$ cat config.mk
export PLATFORM = sky130hd
export DESIGN_NAME = cfg_mux_bank
export DESIGN_NICKNAME = d
export VERILOG_FILES = /design/src/rtl/cfg_mux_pkg.sv /design/src/rtl/cfg_mux_chan.sv /design/src/rtl/cfg_mux_bank.sv
export SDC_FILE = /design/constraint.sdc
export NUM_CORES = 1
export LEC_CHECK = 0
export CORE_ASPECT_RATIO = 0.75
export CORE_UTILIZATION = 55
export CTS_BUF_LIST = sky130_fd_sc_hd__clkbuf_4 sky130_fd_sc_hd__clkbuf_8
export DETAILED_ROUTE_END_ITERATION = 7
export DONT_BUFFER_PORTS = 1
export PLACE_DENSITY = 0.7
export SLEW_MARGIN = 20
export SYNTH_ARGS = -nofsm -noshare
export SYNTH_HDL_FRONTEND = slang
export SYNTH_SLANG_ARGS = --single-unit
$ cat constraint.sdc
create_clock -name CLK -period 2.7 [get_ports CLK]
set_clock_uncertainty 0.15 [all_clocks]
set_input_delay 0.27 -clock CLK [delete_from_list [all_inputs] [get_ports CLK]]
set_output_delay 0.27 -clock CLK [all_outputs]
set_load 0.02 [all_outputs]
$ cat src/rtl/cfg_mux_pkg.sv
// cfg_mux_pkg: definitions shared by the cfg_mux_bank slice.
//   state_t : configuration FSM states (IDLE, LOAD, COMMIT)
//   clog2   : ceiling log2 helper for sizing select/index fields
package cfg_mux_pkg;

  typedef enum logic [1:0] {
    IDLE,
    LOAD,
    COMMIT
  } state_t;

  function automatic int clog2(input int unsigned v);
    int          r;
    int unsigned p;
    r = 0;
    p = 1;
    while (p < v) begin
      p = p << 1;
      r = r + 1;
    end
    return r;
  endfunction

endpackage

$ cat src/rtl/cfg_mux_chan.sv
// cfg_mux_chan: one routing-mux channel, purely combinational.
// Ports:
//   in  [N_IN]  channel inputs
//   sel [SEL_W] input select
//   out         in[sel]
module cfg_mux_chan
  import cfg_mux_pkg::*;
#(
  parameter  int N_IN  = 16,
  localparam int SEL_W = clog2(N_IN)
) (
  input  logic [N_IN-1:0]  in,
  input  logic [SEL_W-1:0] sel,
  output logic             out
);

  // N_IN is a power of two, so every sel value addresses a real input.
  always_comb out = in[sel];

endmodule

$ cat src/rtl/cfg_mux_bank.sv
// cfg_mux_bank: bank of N_CH routing muxes with double-buffered selects.
// Config frames are loaded one select per word into shadow registers and
// copied to the active registers in a single COMMIT cycle.
// Ports:
//   CLK, RST             clock, async active-high reset
//   cfg_start            opens a config frame (pulse)
//   cfg_valid/cfg_ready  config word handshake
//   cfg_data  [SEL_W]    select for channel at the write pointer
//   cfg_done             one-cycle pulse during COMMIT
//   cfg_err              sticky protocol-error flag (cleared by reset only)
//   mux_in  [N_CH*N_IN]  channel c input i at bit c*N_IN+i
//   mux_out [N_CH]       channel outputs
// Optional: define CFG_MUX_BANK_READBACK_EN to add rb_idx/rb_sel, a
// registered readback of active_sel[rb_idx].
module cfg_mux_bank
  import cfg_mux_pkg::*;
#(
  parameter  int N_CH  = 8,
  parameter  int N_IN  = 16,
  localparam int SEL_W = clog2(N_IN),
  localparam int IDX_W = (N_CH > 1) ? clog2(N_CH) : 1
) (
  input  logic                 CLK,
  input  logic                 RST,
  input  logic                 cfg_start,
  input  logic                 cfg_valid,
  output logic                 cfg_ready,
  input  logic [SEL_W-1:0]     cfg_data,
  output logic                 cfg_done,
  output logic                 cfg_err,
  input  logic [N_CH*N_IN-1:0] mux_in,
  output logic [N_CH-1:0]      mux_out
`ifdef CFG_MUX_BANK_READBACK_EN
  ,
  input  logic [IDX_W-1:0]     rb_idx,
  output logic [SEL_W-1:0]     rb_sel
`endif
);

  state_t           state, state_next;
  logic [IDX_W-1:0] wptr;
  logic [SEL_W-1:0] shadow_sel [N_CH];
  logic [SEL_W-1:0] active_sel [N_CH];
  logic             accept, ptr_clr, err_set;

  always_ff @(posedge CLK or posedge RST) begin
    if (RST) state <= IDLE;
    else     state <= state_next;
  end

  always_comb begin
    state_next = state;
    cfg_ready  = 1'b0;
    cfg_done   = 1'b0;
    accept     = 1'b0;
    ptr_clr    = 1'b0;
    err_set    = 1'b0;
    case (state)
      IDLE: begin
        // A start with a simultaneous valid only opens the frame.
        if (cfg_start) begin
          state_next = LOAD;
          ptr_clr    = 1'b1;
        end else if (cfg_valid) begin
          err_set = 1'b1;
        end
      end
      LOAD: begin
        cfg_ready = 1'b1;
        // Restart wins over a word presented in the same cycle.
        if (cfg_start) begin
          ptr_clr = 1'b1;
          err_set = 1'b1;
        end else if (cfg_valid) begin
          accept = 1'b1;
          if (wptr == IDX_W'(N_CH - 1)) state_next = COMMIT;
        end
      end
      COMMIT: begin
        cfg_done   = 1'b1;
        err_set    = cfg_start;
        state_next = IDLE;
      end
      default: state_next = IDLE;
    endcase
  end

  always_ff @(posedge CLK or posedge RST) begin
    if (RST) begin
      wptr    <= '0;
      cfg_err <= 1'b0;
      for (int unsigned c = 0; c < N_CH; c++) begin
        shadow_sel[c] <= '0;
        active_sel[c] <= '0;
      end
    end else begin
      if (ptr_clr)     wptr <= '0;
      else if (accept) wptr <= wptr + IDX_W'(1);
      if (accept) shadow_sel[wptr] <= cfg_data;
      if (state == COMMIT) begin
        for (int unsigned c = 0; c < N_CH; c++) active_sel[c] <= shadow_sel[c];
      end
      if (err_set) cfg_err <= 1'b1;
    end
  end

  for (genvar c = 0; c < N_CH; c++) begin : g_chan
    cfg_mux_chan #(.N_IN(N_IN)) u_chan (
      .in  (mux_in[c*N_IN +: N_IN]),
      .sel (active_sel[c]),
      .out (mux_out[c])
    );
  end

`ifdef CFG_MUX_BANK_READBACK_EN
  always_ff @(posedge CLK or posedge RST) begin
    if (RST)                      rb_sel <= '0;
    else if (int'(rb_idx) < N_CH) rb_sel <= active_sel[rb_idx];
    else                          rb_sel <= '0;
  end
`endif

endmodule

== Word level (Yosys, flattened, before mapping) ==
Cells that the tools add are included.

* $add $sub $neg: 1
* $lt $le $gt $ge: 10
* Equal/unequal tests: 7
* Muxes and demuxes: 34
* Bitwise operators: 1
* Reductions and logical operators: 5

{| class="wikitable"
|+ Operators by type and width
! cell !! number
|-
| less-than comparator 4 x 5 -> 1 bit, second input constant || 8
|-
| binary-select mux 1 bit (select 4 bit) || 8
|-
| bitwise mux 32 bit || 1
|-
| 2-to-1 mux 1 bit || 15
|-
| demux 4 bit (select 3 bit) || 1
|-
| 2-to-1 mux 2 bit || 4
|-
| inequality test 2 bit, second input constant || 4
|-
| 2-to-1 mux 3 bit || 2
|-
| greater-or-equal comparator 4 bit, second input constant || 1
|-
| less-than comparator 4 x 1 -> 1 bit, second input constant || 1
|-
| 2-to-1 mux 4 bit || 1
|-
| inverter 3 -> 4 bit || 1
|-
| one-hot mux 2 bit (2 select lines) || 1
|-
| AND reduction 4 bit || 1
|-
| adder 3 x 1 -> 3 bit, second input constant || 1
|-
| equality test 3 bit, second input constant || 1
|-
| one-hot mux 1 bit (3 select lines) || 1
|-
| equality test 2 x 1 -> 1 bit, second input constant || 1
|-
| equality test 2 bit, second input constant || 1
|-
| logical NOT 2 bit || 1
|-
| nonzero test 2 bit || 1
|-
| OR reduction 2 bit || 1
|-
| logical AND 1 bit || 1
|}

* Bits in registers: 70
* Bits of input ports: 136
* Output and inout port bits: 11
* Word-level logic and storage cells: 77

== Logic depth before layout (Yosys ltp) ==
* Depth in word-level cells: 6
* Depth in mapped cells: 6
* Mapped depth without buffers: 5

== Cells and area by module ==
Synthesis repeated with hierarchy kept, for this count alone.

* Cells, all modules: 231
* Area total of the unflattened synthesis: 3,910.0 µm²

{| class="wikitable"
|+ Modules (own cells, without submodules)
! module !! times used !! cells an instance !! area an instance (µm²) !! sequential area each (µm²)
|-
| cfg_mux_bank || 1 || 175 || 2,829.0 || 1,751.7
|-
| cfg_mux_chan || 8 || 7 || 135.1 || 0.0
|}

== Worst setup path after synthesis ==
No wires, ideal clock.

* Path type: reg-to-reg
* From: register state[1]
* To: register shadow_sel[28] in the netlist's numbering
* Setup time: 125 ps
* Arrival: 1,895 ps
* Data required time: 2,425 ps
* Slack: 530 ps
* Stages on the path, launching flop included: 7
* Path buffers: 1
* Path through: dfrtp_1 -> inv_1 -> ha_1 -> nand3b_4 -> or4_1 -> buf_2 -> mux2_4

* Word-level cells in the longest chain between the ends: 2

{| class="wikitable"
|+ RTL lines
! what !! line !! RTL
|-
| from (decl) || cfg_mux_bank.sv:40 || <nowiki>state_t state, state_next;</nowiki>
|-
| from (signal assigned) || cfg_mux_bank.sv:48 || <nowiki>else state <= state_next;</nowiki>
|-
| equality test 2 x 1 -> 1 bit || cfg_mux_bank.sv:58 || <nowiki>case (state)</nowiki>
|-
| 2-to-1 mux 1 bit || cfg_mux_bank.sv:58 ||
|-
| to (signal, indexed assignment) || cfg_mux_bank.sv:99 || <nowiki>if (accept) shadow_sel[wptr] <= cfg_data;</nowiki>
|-
| to (decl) || cfg_mux_bank.sv:42 || <nowiki>logic [SEL_W-1:0] shadow_sel [N_CH];</nowiki>
|}

Every way passes these cells.
A chain may end at the register's enable or synchronous reset.

== Final worst setup path ==
* From: register active_sel[16] in the netlist's numbering
* To: output port mux_out[3]

* Word-level cells in the longest chain between the ends: 2

{| class="wikitable"
|+ RTL lines
! what !! line !! RTL
|-
| from (decl) || cfg_mux_bank.sv:43 || <nowiki>logic [SEL_W-1:0] active_sel [N_CH];</nowiki>
|-
| from (signal, indexed assignment) || cfg_mux_bank.sv:94 || <nowiki>active_sel[c] <= '0;</nowiki>
|-
| binary-select mux 1 bit (select 4 bit) || cfg_mux_chan.sv:18 || <nowiki>always_comb out = in[sel];</nowiki>
|-
| 2-to-1 mux 1 bit (implied by the code) || cfg_mux_chan.sv:18 ||
|-
| to (decl) || cfg_mux_bank.sv:32 || <nowiki>output logic [N_CH-1:0] mux_out</nowiki>
|}

Every way passes these cells. The select of a mux whose other input is x is not followed.

==> impl_metrics.toml <==
[status]
outcome = "finished, final reports clean"

[grt]
grt_max_degree = 33
grt_pass1_vias = 2282
grt-ovfl-total = 0
grt_pass1_wl_mm = 11.33
track_usage = 0.2050
grt_antenna_before_repair = 1

[clocking]
postCtsSetupBuffers = 0
clk_latency_ns = 0.34
clockBufferDepth = 2
clkTransAtPathRegs_ns = 0.07
cts_htree_levels = 3
cts_root_buf = "clkbuf_8"
numCtsBuffers = 9
cts_num_sinks = 70
cts_tree = "built"

[power]
p_int_mw = 2.041
power.leakage_nw = 1.817
swShare = 0.3039
power_per_cell_area_nw_per_um2 = 707.7
clkPwrFrac = 0.236
power.total_mw = 2.933
pwr-share-comb = 0.282
pwr-share-seq = 0.482
p_switching_mw = 0.8914
peakVddDrop_mv = 0.3398

[route]
drc_errors = 0
drtIter0Drc = 85
antenna_left = 0
wirelength_mm = 6.852
vias = 2168
wl_per_cell_um = 20.09
drtPass1Iterations = 4
vias_per_cell = 6.358

[setup_path]
endpoint_kind = "primary output"
crit_type = "flip-flop to primary output"
cp.required_ns = 2.28
crit_arrival_ns = 1.74
start_kind = "flip-flop"
r2r_cells = 5
cp_max_fo = 5

[place]
dp_hpwl_mm = 5.041
dp_slack_ns = 0.6083
gp_congestion = 0.7688
io_buffers = 0

[logic_synthesis]
async_reset_ff_frac = 1.000
ys_ff_latch = 70
yosysTopAreaCell = "dfrtp_1"
synthTopCellsByArea = "dfrtp_1 45%, mux4_2 19%, mux2_2 15%"
synth_top_area_share = 0.4532
yosys.area_share.xor_xnor = 0.002266
syn_area_um2 = 3865
netlist_instances = 245
synth_flop_cell = "dfrtp_1"
synth_top_family_by_area = "multiplexers"
synth_common_cells = "70 x dfrtp_1, 52 x mux2_2, 32 x mux4_2"
yosysSeqAreaShare = 0.4532
avgSynthCellArea_um2 = 15.78
synthMuxAreaShare = 0.4442
synthAdderAreaFrac = 0.02266
synth_edf_count = 0
yosys.cell_types.count = 31
ys_warn_count = 0
yosysMostFrequentCell = "dfrtp_1"
synth_compound_area_frac = 0.01360
synth_simple_gate_area_share = 0.03949
syn-num-nets = 388

[floorplan]
die_w_um = 98.80
ios = 147
core_area_um2 = 6799
row_count = 26
initial_core_util = 0.5685
die_y_um = 74.60
dieArea_um2 = 7370

[run]
drv_cap = 0

[sta]
max_slew.worst_pin.slew_ns = 0.6499
tns_ns = 0
finalMaxSlewViolations = 0
fin_crit_ns = 2.165
fin_ws_ns = 0.5354
rsz0062_at_grt = "false"
max-slew-margin-rel = 0.5661
hold_viol = 0
max_freq_mhz = 462.0
fin_crit_sh = 0.8017
finalSetupViolations = 0

[hold_path]
hold_path_class = "input port to flip-flop"
whs_path_depth = 2

[layout]
fin_nets = 397
drive_above_1_share = 0.4414
area_growth_pct = 7.219
[cell type report]
cell class / instances / area [um2]
repair buffers: 11 / 97.59
well taps: 84 / 105.1
diodes: 1 / 2.502
flip-flops and latches: 70 / 1752
multi-input cells: 158 / 2021
inverters: 4 / 15.01
fillers: 508 / 2655
clock inverters: 2 / 12.51
clock buffers: 11 / 138.9
[cell families (layout without fill, tap and decap cells)]
family          Yosys count  count (layout)
mux                     122             122
flops                    70              70
simple gates             20              20
buf+inv                  17              28
compound gates            8               8
fa+ha+maj                 7               7
xor+xnor                  1               1
other cells               0               1
[routing by layer]
metal,vias up,track usage,part of all wire
met4,0,0.08126,0.011
met5,-,0,0
met1,1123,0.2826,0.45
met2,72,0.3131,0.47
li1,964,-,-
met3,9,0.05733,0.066
[state kept, by name (all words and copies together) (netlist names)]
register,count
shadow_sel,32
active_sel,32
wptr,3
state,2
cfg_err,1
[worst paths after layout]
check	startpoint	end	slack, ns
worst max-delay path	active_sel[16]	mux_out[3]	0.54
worst min-delay path	cfg_start	state[0]	0.03
worst max register to register	state[1]	shadow_sel[19]	0.59
worst min register to register	shadow_sel[21]	shadow_sel[21]	0.34
max in group asynchronous	RST	wptr[2]	1.34
min in group asynchronous	RST	active_sel[2]	0.34
[critical path, cell delays in order (launching register included)]
cell	delay [ns]
dfrtp_1	0.50
mux4_2	0.54
mux2i_1	0.17
mux2i_1	0.21
[timing repair]
| action | in CTS | in global routing |
|---|---|---|
| hold buffers | 6 | 0 |
| hold endpoints to repair | 64 | 0 |
| resized for setup | 0 | 0 |
[metrics by stage]
| step | instance area, um2 | hold slack, ns | std cells | utilization |
|---|---|---|---|---|
| finish | 4144 | 0.02577 | 341 | 0.6095 |
| global route | 4144 | 0.03315 | 341 | 0.6095 |
| detailed placement | 3930 | 0.1267 | 321 | 0.5780 |
| global placement | 3930 | 0.1267 | 321 | 0.5780 |
| floorplan | 3865 | 0.2273 | 245 | - |
| CTS | 4141 | 0.007407 | 340 | 0.6091 |
[cell usage in the layout (no fill, tap or decap), drive strengths merged, types with 2 or more instances in the layout]
master	count
nand2	3
inv	4
mux2	64
mux4	32
nor2	5
mux2i	26
or4b	2
o21ai	3
clkbuf	11
nor3b	3
dfrtp	70
ha	7
dlygate4sd3	6
buf	5
[power groups by stage]
stage          logic (mW)  registers, mW  clock network (mW)
5_1_grt             0.902           1.45               0.760
4_1_cts             0.834           1.42               0.719
6_report            0.828           1.41               0.692
3_5_place_dp        0.814           1.44                   0
3_3_place_gp        0.796           1.43                   0
2_1_floorplan       0.773           1.38                   0
Power figures use the tool's default switching activity.
